===== src/rtl/m_bpred_pkg.sv =====
// ============================================================================
// Module      : m_bpred_pkg
// Description : Shared RV32 constants and PC helper for the branch predictor.
// Revision    : 1.0 - initial release
// ============================================================================
`default_nettype none

package m_bpred_pkg;

    localparam int XLEN = 32;
    localparam logic [XLEN-1:0] PC_INC = 32'd4;

    function automatic logic [XLEN-1:0] f_next_seq(input logic [XLEN-1:0] pc);
        return pc + PC_INC;
    endfunction

endpackage

`default_nettype wire


===== src/rtl/m_bpred_satcnt.sv =====
// ============================================================================
// Module      : m_satcnt
// Description : CBITS-wide saturating up/down counter with load and an
//               asynchronous reset value supplied on a port.
// Revision    : 1.0 - initial release
// ============================================================================
`default_nettype none

module m_satcnt #(
    parameter int CBITS = 2
) (
    input  logic             clk,
    input  logic             rst,
    input  logic [CBITS-1:0] i_rst_val,
    input  logic             i_inc,
    input  logic             i_dec,
    input  logic             i_load,
    input  logic [CBITS-1:0] i_load_val,
    output logic [CBITS-1:0] o_cnt
);

    localparam logic [CBITS-1:0] C_MAX = '1;

    logic [CBITS-1:0] r_cnt_q;
    logic [CBITS-1:0] w_cnt_d;

    always_comb begin
        w_cnt_d = r_cnt_q;
        if (i_load) begin
            w_cnt_d = i_load_val;
        end else if (i_inc && (r_cnt_q != C_MAX)) begin
            w_cnt_d = r_cnt_q + 1'b1;
        end else if (i_dec && (r_cnt_q != '0)) begin
            w_cnt_d = r_cnt_q - 1'b1;
        end
    end

    always_ff @(posedge clk or posedge rst) begin
        if (rst) begin
            r_cnt_q <= i_rst_val;
        end else begin
            r_cnt_q <= w_cnt_d;
        end
    end

    assign o_cnt = r_cnt_q;

endmodule

`default_nettype wire


===== src/rtl/m_bpred.sv =====
// ============================================================================
// Module      : m_bpred
// Description : Direct-mapped BTB with per-entry saturating direction
//               counters plus resolved-branch / mispredict statistics.
// Revision    : 1.0 - initial release
// ============================================================================
`default_nettype none

module m_bpred
    import m_bpred_pkg::*;
#(
    parameter int ENTRIES = 16,
    parameter int CBITS   = 2,
    parameter int IDXW    = $clog2(ENTRIES),
    parameter int TAGW    = 30 - IDXW
) (
    input  logic            w_clk,
    input  logic            w_rst,
    input  logic [XLEN-1:0] w_pc,
    output logic            w_hit,
    output logic            w_ptkn,
    output logic [XLEN-1:0] w_ptgt,
    input  logic            w_upd,
    input  logic [XLEN-1:0] w_upc,
    input  logic            w_utkn,
    input  logic [XLEN-1:0] w_utgt,
    input  logic [XLEN-1:0] w_upred,
    input  logic            w_flush,
    output logic            w_mispred,
    output logic [XLEN-1:0] w_nbr,
    output logic [XLEN-1:0] w_nmis
);

    localparam logic [CBITS-1:0] C_CNT_RST = CBITS'((1 << (CBITS - 1)) - 1);
    localparam logic [CBITS-1:0] C_CNT_WT  = CBITS'(1 << (CBITS - 1));

    typedef struct packed {
        logic             valid;
        logic [TAGW-1:0]  tag;
        logic [XLEN-1:0]  target;
        logic [CBITS-1:0] cnt;
    } entry_t;

    function automatic logic [IDXW-1:0] f_idx(input logic [XLEN-1:0] pc);
        return pc[IDXW+1:2];
    endfunction

    function automatic logic [TAGW-1:0] f_tag(input logic [XLEN-1:0] pc);
        return pc[XLEN-1:IDXW+2];
    endfunction

    logic [ENTRIES-1:0]                r_valid_q, w_valid_d;
    logic [ENTRIES-1:0][TAGW-1:0]      r_tag_q,   w_tag_d;
    logic [ENTRIES-1:0][XLEN-1:0]      r_tgt_q,   w_tgt_d;
    logic [ENTRIES-1:0][CBITS-1:0]     w_cnt;
    logic [ENTRIES-1:0]                w_cinc, w_cdec, w_cload;
    logic [XLEN-1:0]                   r_nbr_q,  w_nbr_d;
    logic [XLEN-1:0]                   r_nmis_q, w_nmis_d;

    logic [IDXW-1:0] w_lidx, w_uidx;
    logic [TAGW-1:0] w_utag;
    logic            w_uhit;
    logic [XLEN-1:0] w_act;
    entry_t          w_lent;

    // Lookup sees only registered state, so a same-cycle update is not bypassed.
    always_comb begin
        w_lidx = f_idx(w_pc);
        w_lent = '{valid: r_valid_q[w_lidx], tag: r_tag_q[w_lidx],
                   target: r_tgt_q[w_lidx], cnt: w_cnt[w_lidx]};
        w_hit  = w_lent.valid && (w_lent.tag == f_tag(w_pc));
        w_ptkn = w_hit && w_lent.cnt[CBITS-1];
        w_ptgt = w_ptkn ? w_lent.target : f_next_seq(w_pc);
    end

    always_comb begin
        w_uidx    = f_idx(w_upc);
        w_utag    = f_tag(w_upc);
        w_uhit    = r_valid_q[w_uidx] && (r_tag_q[w_uidx] == w_utag);
        w_act     = w_utkn ? w_utgt : f_next_seq(w_upc);
        w_mispred = w_upd && (w_act != w_upred);
    end

    // Flush overrides any concurrent update for entry state.
    always_comb begin
        w_valid_d = r_valid_q;
        w_tag_d   = r_tag_q;
        w_tgt_d   = r_tgt_q;
        w_cinc    = '0;
        w_cdec    = '0;
        w_cload   = '0;
        if (w_flush) begin
            w_valid_d = '0;
        end else if (w_upd) begin
            if (w_uhit) begin
                if (w_utkn) begin
                    w_cinc[w_uidx]  = 1'b1;
                    w_tgt_d[w_uidx] = w_utgt;
                end else begin
                    w_cdec[w_uidx]  = 1'b1;
                end
            end else if (w_utkn) begin
                w_valid_d[w_uidx] = 1'b1;
                w_tag_d[w_uidx]   = w_utag;
                w_tgt_d[w_uidx]   = w_utgt;
                w_cload[w_uidx]   = 1'b1;
            end
        end
        w_nbr_d  = r_nbr_q  + {{(XLEN-1){1'b0}}, w_upd};
        w_nmis_d = r_nmis_q + {{(XLEN-1){1'b0}}, w_mispred};
    end

    always_ff @(posedge w_clk or posedge w_rst) begin
        if (w_rst) begin
            r_valid_q <= '0;
            r_tag_q   <= '0;
            r_tgt_q   <= '0;
            r_nbr_q   <= '0;
            r_nmis_q  <= '0;
        end else begin
            r_valid_q <= w_valid_d;
            r_tag_q   <= w_tag_d;
            r_tgt_q   <= w_tgt_d;
            r_nbr_q   <= w_nbr_d;
            r_nmis_q  <= w_nmis_d;
        end
    end

    for (genvar gi = 0; gi < ENTRIES; gi++) begin : g_cnt
        m_satcnt #(
            .CBITS(CBITS)
        ) u_cnt (
            .clk        (w_clk),
            .rst        (w_rst),
            .i_rst_val  (C_CNT_RST),
            .i_inc      (w_cinc[gi]),
            .i_dec      (w_cdec[gi]),
            .i_load     (w_cload[gi]),
            .i_load_val (C_CNT_WT),
            .o_cnt      (w_cnt[gi])
        );
    end

    assign w_nbr  = r_nbr_q;
    assign w_nmis = r_nmis_q;

    // Byte-offset bits and non-MSB counter bits do not affect any output.
    logic w_unused_ok;
    assign w_unused_ok = &{1'b0, w_pc[1:0], w_upc[1:0], w_lent};

endmodule

`default_nettype wire


===== config.mk =====
export PLATFORM = sky130hd
export DESIGN_NAME = m_bpred
export DESIGN_NICKNAME = d
export VERILOG_FILES = /design/src/rtl/m_bpred_pkg.sv /design/src/rtl/m_bpred_satcnt.sv /design/src/rtl/m_bpred.sv
export SDC_FILE = /design/constraint.sdc
export NUM_CORES = 2
export LEC_CHECK = 0
export CORE_MARGIN = 2
export CORE_UTILIZATION = 49
export CTS_CLUSTER_DIAMETER = 80
export DETAILED_ROUTE_END_ITERATION = 12
export GPL_TIMING_DRIVEN = 0
export HOLD_SLACK_MARGIN = 0.08
export PLACE_DENSITY = 0.7
export SLEW_MARGIN = 20
export SYNTH_ARGS = -nofsm -noshare
export SYNTH_HDL_FRONTEND = slang
export SYNTH_SLANG_ARGS = --single-unit

===== constraint.sdc =====
create_clock -name w_clk -period 75.8 [get_ports w_clk]
set_input_delay 15.16 -clock w_clk [delete_from_list [all_inputs] [get_ports w_clk]]
set_output_delay 15.16 -clock w_clk [all_outputs]
set_load 0.005 [all_outputs]

* Word-level counts from Yosys, hierarchy flattened *
Index checks and enable logic that the tools add are counted.

operators by class
  add/subtract/negate cells = 36
  $lt $le $gt $ge = 3
  equal/unequal tests = 20
  mux-type cells = 85
  bitwise logic cells = 3
  reduce and logical (&&, ||, !) cells = 74

operators with widths
  kind                                                                  count
  512-bit bitwise mux                                                   1
  416-bit bitwise mux                                                   1
  16-bit two-way mux                                                    15
  26-bit binary-select mux with 4-bit select                            2
  32-bit binary-select mux with 4-bit select                            1
  32-bit demux with 4-bit select                                        1
  32-bit two-way mux                                                    4
  26-bit demux with 4-bit select                                        1
  2-bit two-way mux                                                     49
  26-bit two-way mux                                                    3
  32-bit by 1-bit adder with 32-bit output                              2
  32-bit by 3-bit adder with 32-bit output, second input constant       2
  26-bit equality test                                                  2
  3-bit nonzero test                                                    16
  1-bit logical AND                                                     37
  2-bit nonzero test                                                    18
  2-bit inequality test, second input constant                          17
  2-bit by 1-bit adder with 2-bit output, second input constant         16
  32-bit inequality test                                                1
  2-bit by 1-bit subtractor with 2-bit output, second input constant    16
  16-bit OR                                                             1
  4-bit by 5-bit < comparator with 1-bit output, second input constant  2
  1-bit binary-select mux with 4-bit select                             2
  2-bit binary-select mux with 4-bit select                             1
  6 further kinds                                                       10

storage, ports and cells
  bits in registers = 1040
  input port bits = 133
  logic and storage cells = 272

* Logic depth before layout (Yosys ltp) *
  depth after elaboration = 12
  depth in mapped cells = 22
  gate-level depth less buffers = 18

* Worst setup path after synthesis *
OpenSTA, ideal clock, no wires.

  path kind = input to output
  from = input port w_pc[2]
  to = output port w_ptgt[10]
  arrival time = 18.385 ns
  required time = 60.640 ns
  slack = 42.255 ns
  stages on the path = 10
  path through = buf_6 > buf_4 > buf_4 > buf_4 > buf_2 > buf_1 > buf_1 > mux4_2 > mux4_2 > mux2_1

on the way
  cells in the longest elaborated chain, start to end = 6
  elaborated cells on any way between the ends = 13
  classes of those cells = add/sub (1); eq/ne (1); mux (9); reduce/logical (2)

ends and longest elaborated chain
  what                                        line           RTL
  start, declared                             m_bpred.sv:19  input logic [XLEN-1:0] w_pc,
  26-bit binary-select mux with 4-bit select  m_bpred.sv:69  w_lent = '{valid: r_valid_q[w_lidx], tag: r_tag_q[w_lidx],
  26-bit two-way mux (implied by the code)    m_bpred.sv:69
  26-bit equality test                        m_bpred.sv:71  w_hit = w_lent.valid && (w_lent.tag == f_tag(w_pc));
  1-bit logical AND                           m_bpred.sv:71
  1-bit logical AND                           m_bpred.sv:72  w_ptkn = w_hit && w_lent.cnt[CBITS-1];
  32-bit two-way mux (*)                      m_bpred.sv:73  w_ptgt = w_ptkn ? w_lent.target : f_next_seq(w_pc);
  end, declared                               m_bpred.sv:22  output logic [XLEN-1:0] w_ptgt,

Every way passes the cells marked *; elsewhere a longest branch is shown, timed or not. The select of a mux whose other input is x is not followed.

* Worst setup path in the final report *
  from = input port w_pc[3]
  to = output port w_ptgt[3]

Same word-level chain as after synthesis.

==> run metrics <==
die width=335 µm; setup TNS=0 ns; vias post-DR=approximately 38,000; FF-to-FF path depth=9; Worst Hold Path EP=w_nmis[31]; Num CTS Buffers=114; clock share of power=between 30% and 40%; number of H-tree levels=3; chip height=335 µm; Worst setup SP type=input port; CTS clk-pin slew, worst paths=0.06 ns; GRT overflow=0; Setup crit end kind=output port; GRT Overall Usage=33.3%; post-synthesis sequential area ratio=approximately half; Worst Hold Class=reg -> reg; Int Pwr=1090 µW; crit path time final=about 37 ns; worst min-delay path startpoint=w_nmis[31]; Worst EP required=60.64 ns; CTS tree=done; switch share=27.2%; sw power=roughly 410 µW; nets=4,264; HPWL after detailed placement=between 100,000 and 150,000 µm; Final Hold Vio Count=0; I/O pins=around 230; status=finished clean; pwr dens=24.3 nW/µm²; fmax=around 27 MHz; WL per Instance=33.1 µm; register-to-register setup slack=71.66 ns; number of global-route vias before repair=37,500; r2r endpoint=g_cnt[8].u_cnt.o_cnt[1]; Vias/cell=6.66; Setup Skew=~0.034 ns; DR pass1 iterations=6; Final Slew Violations=0; number of flops mapped to enable cells by yosys=0; drt drc=0; Synth cell types=71; Crit Path Class=in -> out; IO Port Bufs=202; Sink Count=1,040; Setup Fix Bufs, Post-CTS=0; Final setup violation count=0; Ys Warns=0; pin count of the biggest net entering global routing=107; Synth Net Count=3,934; DRT iter0 DRCs=4,574; initial antenna violation count=9; Syn-to-layout area delta=14.9%; Bufs on Longest Clock Path=3; worst vdd ir=19.3 µV; hold slack=0.473 ns; Flop pwr share=45.0%; Worst R2R Start=r_tag_q[148]; ys async rst share=100%; row count=between 100 and 150; ratio of cells with drive above 1 in the final layout=34.0%; maxcap violations=0; area of the die=113,000 µm²; Routed Antenna Nets=0; Final period util=49.4%; Data arrival, critical path=22.29 ns; core footprint=109,000 µm²; Mapped Cells=about 3,800; largest fanout on the critical path=10; clk_lat worst skew=0.73 ns; WHS Path Cells=1; Yosys reg bits=between 1,000 and 1,500; Root Buffer Master=clkbuf_16; Placer Congestion=0.986; synthesized area=53,800 µm²; Syn Area/Cell=14.2 µm²; CTS Hold Bufs=0; worst slew pin tran=1.23 ns; leakage power total=0.0275 µW; initial core utilization=49.5%; Primary FF master, synth=dfrtp_1; Comb power frac=16.8%; CTS resizes=0; Slew HR=18.0%; final wirelength=187,000 µm; RSZ-0062 raised after global routing=false; first-pass GRT wire length=around 270,000 µm
layout by cell type (no fill, tap or decap), types with 59 or more instances in the layout:
| cell type | count |
|---|---|
| mux2_2 | 724 |
| mux2_1 | 221 |
| clkbuf_1 | 210 |
| dfrtp_1 | 1024 |
| mux4_2 | 347 |
| xnor2_1 | 157 |
| nand2_1 | 140 |
| clkbuf_16 | 114 |
| mux2i_1 | 137 |
| clkdlybuf4s50_1 | 202 |
| nor2_1 | 60 |
| buf_2 | 59 |
| a21oi_1 | 80 |
flip-flops by register name, summed over array words and instances, names as in the netlist:
register / cells
r_tgt_q: 512
r_tag_q: 416
g_cnt.u_cnt.o_cnt: 32
w_nbr: 32
w_nmis: 32
r_valid_q: 16
worst max-delay path, stage by stage:
cell,delay [ns]
clkdlybuf4s50_1,0.73
buf_2,0.39
buf_2,0.40
buf_2,0.52
buf_2,0.54
buf_1,0.96
clkbuf_1,0.73
clkbuf_1,0.86
mux4_2,0.41
mux4_2,0.56
mux2_1,0.48
clkdlybuf4s50_1,0.50
per-stage QoR:
step / worst slack, ns / cell area, µm² / utilization [%] / power (µW) / cells
after floorplan: 31.40 / 53800 / - / 837 / 3792
after global placement: 19.03 / 57600 / 52.9 / 921 / 5408
after detailed placement: 38.61 / 58000 / 53.2 / 929 / 5420
after CTS: 38.61 / 61800 / 56.8 / 1500 / 5633
after global routing: 38.38 / 61800 / 56.8 / 1550 / 5633
final: 38.35 / 61900 / 56.8 / 1500 / 5639
kinds of logic after synthesis:
| family | count (synthesis) | share of synthesized area (%) |
|---|---|---|
| AOI/OAI and AO/OA | 292 | 3.60 |
| xor gates and xnor gates | 208 | 3.38 |
| adders and majority gates | 9 | 0.209 |
| buffers and inverters | 364 | 3.14 |
| DFF | 1040 | 48.4 |
| muxes | 1429 | 36.8 |
| and+or+nand+nor | 450 | 4.45 |
area by class of cell:
class | count | area [µm²]
diodes | 6 | 15.0
plain buffers | 327 | 1570
clock buffers | 165 | 3260
clock inverters | 48 | 609
fillers | 8707 | 47000
inverters | 37 | 146
multi-input cells | 2388 | 26100
flip-flops and latches | 1040 | 26000
well taps | 1414 | 1770
repair buffers | 214 | 2340
worst max-delay path by stage:
stage	depth (start not counted)	startpoint	end
6_report	12	w_pc[3]	w_ptgt[3]
5_1_grt	12	w_pc[3]	w_ptgt[3]
4_1_cts	12	w_pc[3]	w_ptgt[3]
3_5_place_dp	12	w_pc[3]	w_ptgt[3]
3_3_place_gp	2	w_rst	w_nmis[15]
2_1_floorplan	1	w_rst	g_cnt[0].u_cnt.o_cnt[1]
power groups by stage:
| stage | Combinational (µW) | Clock [µW] | Sequential (µW) |
|---|---|---|---|
| after detailed placement | 247 | 0 | 682 |
| after global placement | 239 | 0 | 681 |
| after floorplan | 169 | 0 | 668 |
| after global routing | 265 | 603 | 683 |
| after CTS | 248 | 578 | 673 |
| final | 252 | 574 | 676 |
synth_stat cells, drive strengths merged (5+ instances only):
cell type	instances	area, µm²
dfrtp	1024	25600
mux2	945	10600
mux4	347	7820
clkbuf	186	698
xnor2	157	1380
buf	141	852
nand2	140	526
mux2i	137	1370
a21oi	81	405
nor2	76	405
nand3	51	255
xor2	51	447
o21ai	48	240
a22oi	44	330
nand4	38	238
inv	34	128
and3	29	181
nor3	25	141
nor2b	21	131
nor4	19	125
o21a	19	143
a22o	16	140
dfstp	16	420
a211oi	15	113
a31oi	11	68.8
and2	9	56.3
and4	9	78.8
ha	9	113
a221oi	7	73.8
o31ai	7	52.6
nand2b	6	37.5
o211ai	6	45.0
o2111ai	5	43.8
o22ai	5	31.3
or3	5	31.3
layer usage:
| metal | global-route usage [%] | part of all wire, % |
|---|---|---|
| met1 | 45.3 | 39 |
| met2 | 48.4 | 43 |
| met3 | 10.9 | 12 |
| met4 | 15.7 | 5.5 |
| met5 | 0 | 0.022 |
Note: power is estimated with default switching activity, not from simulation.
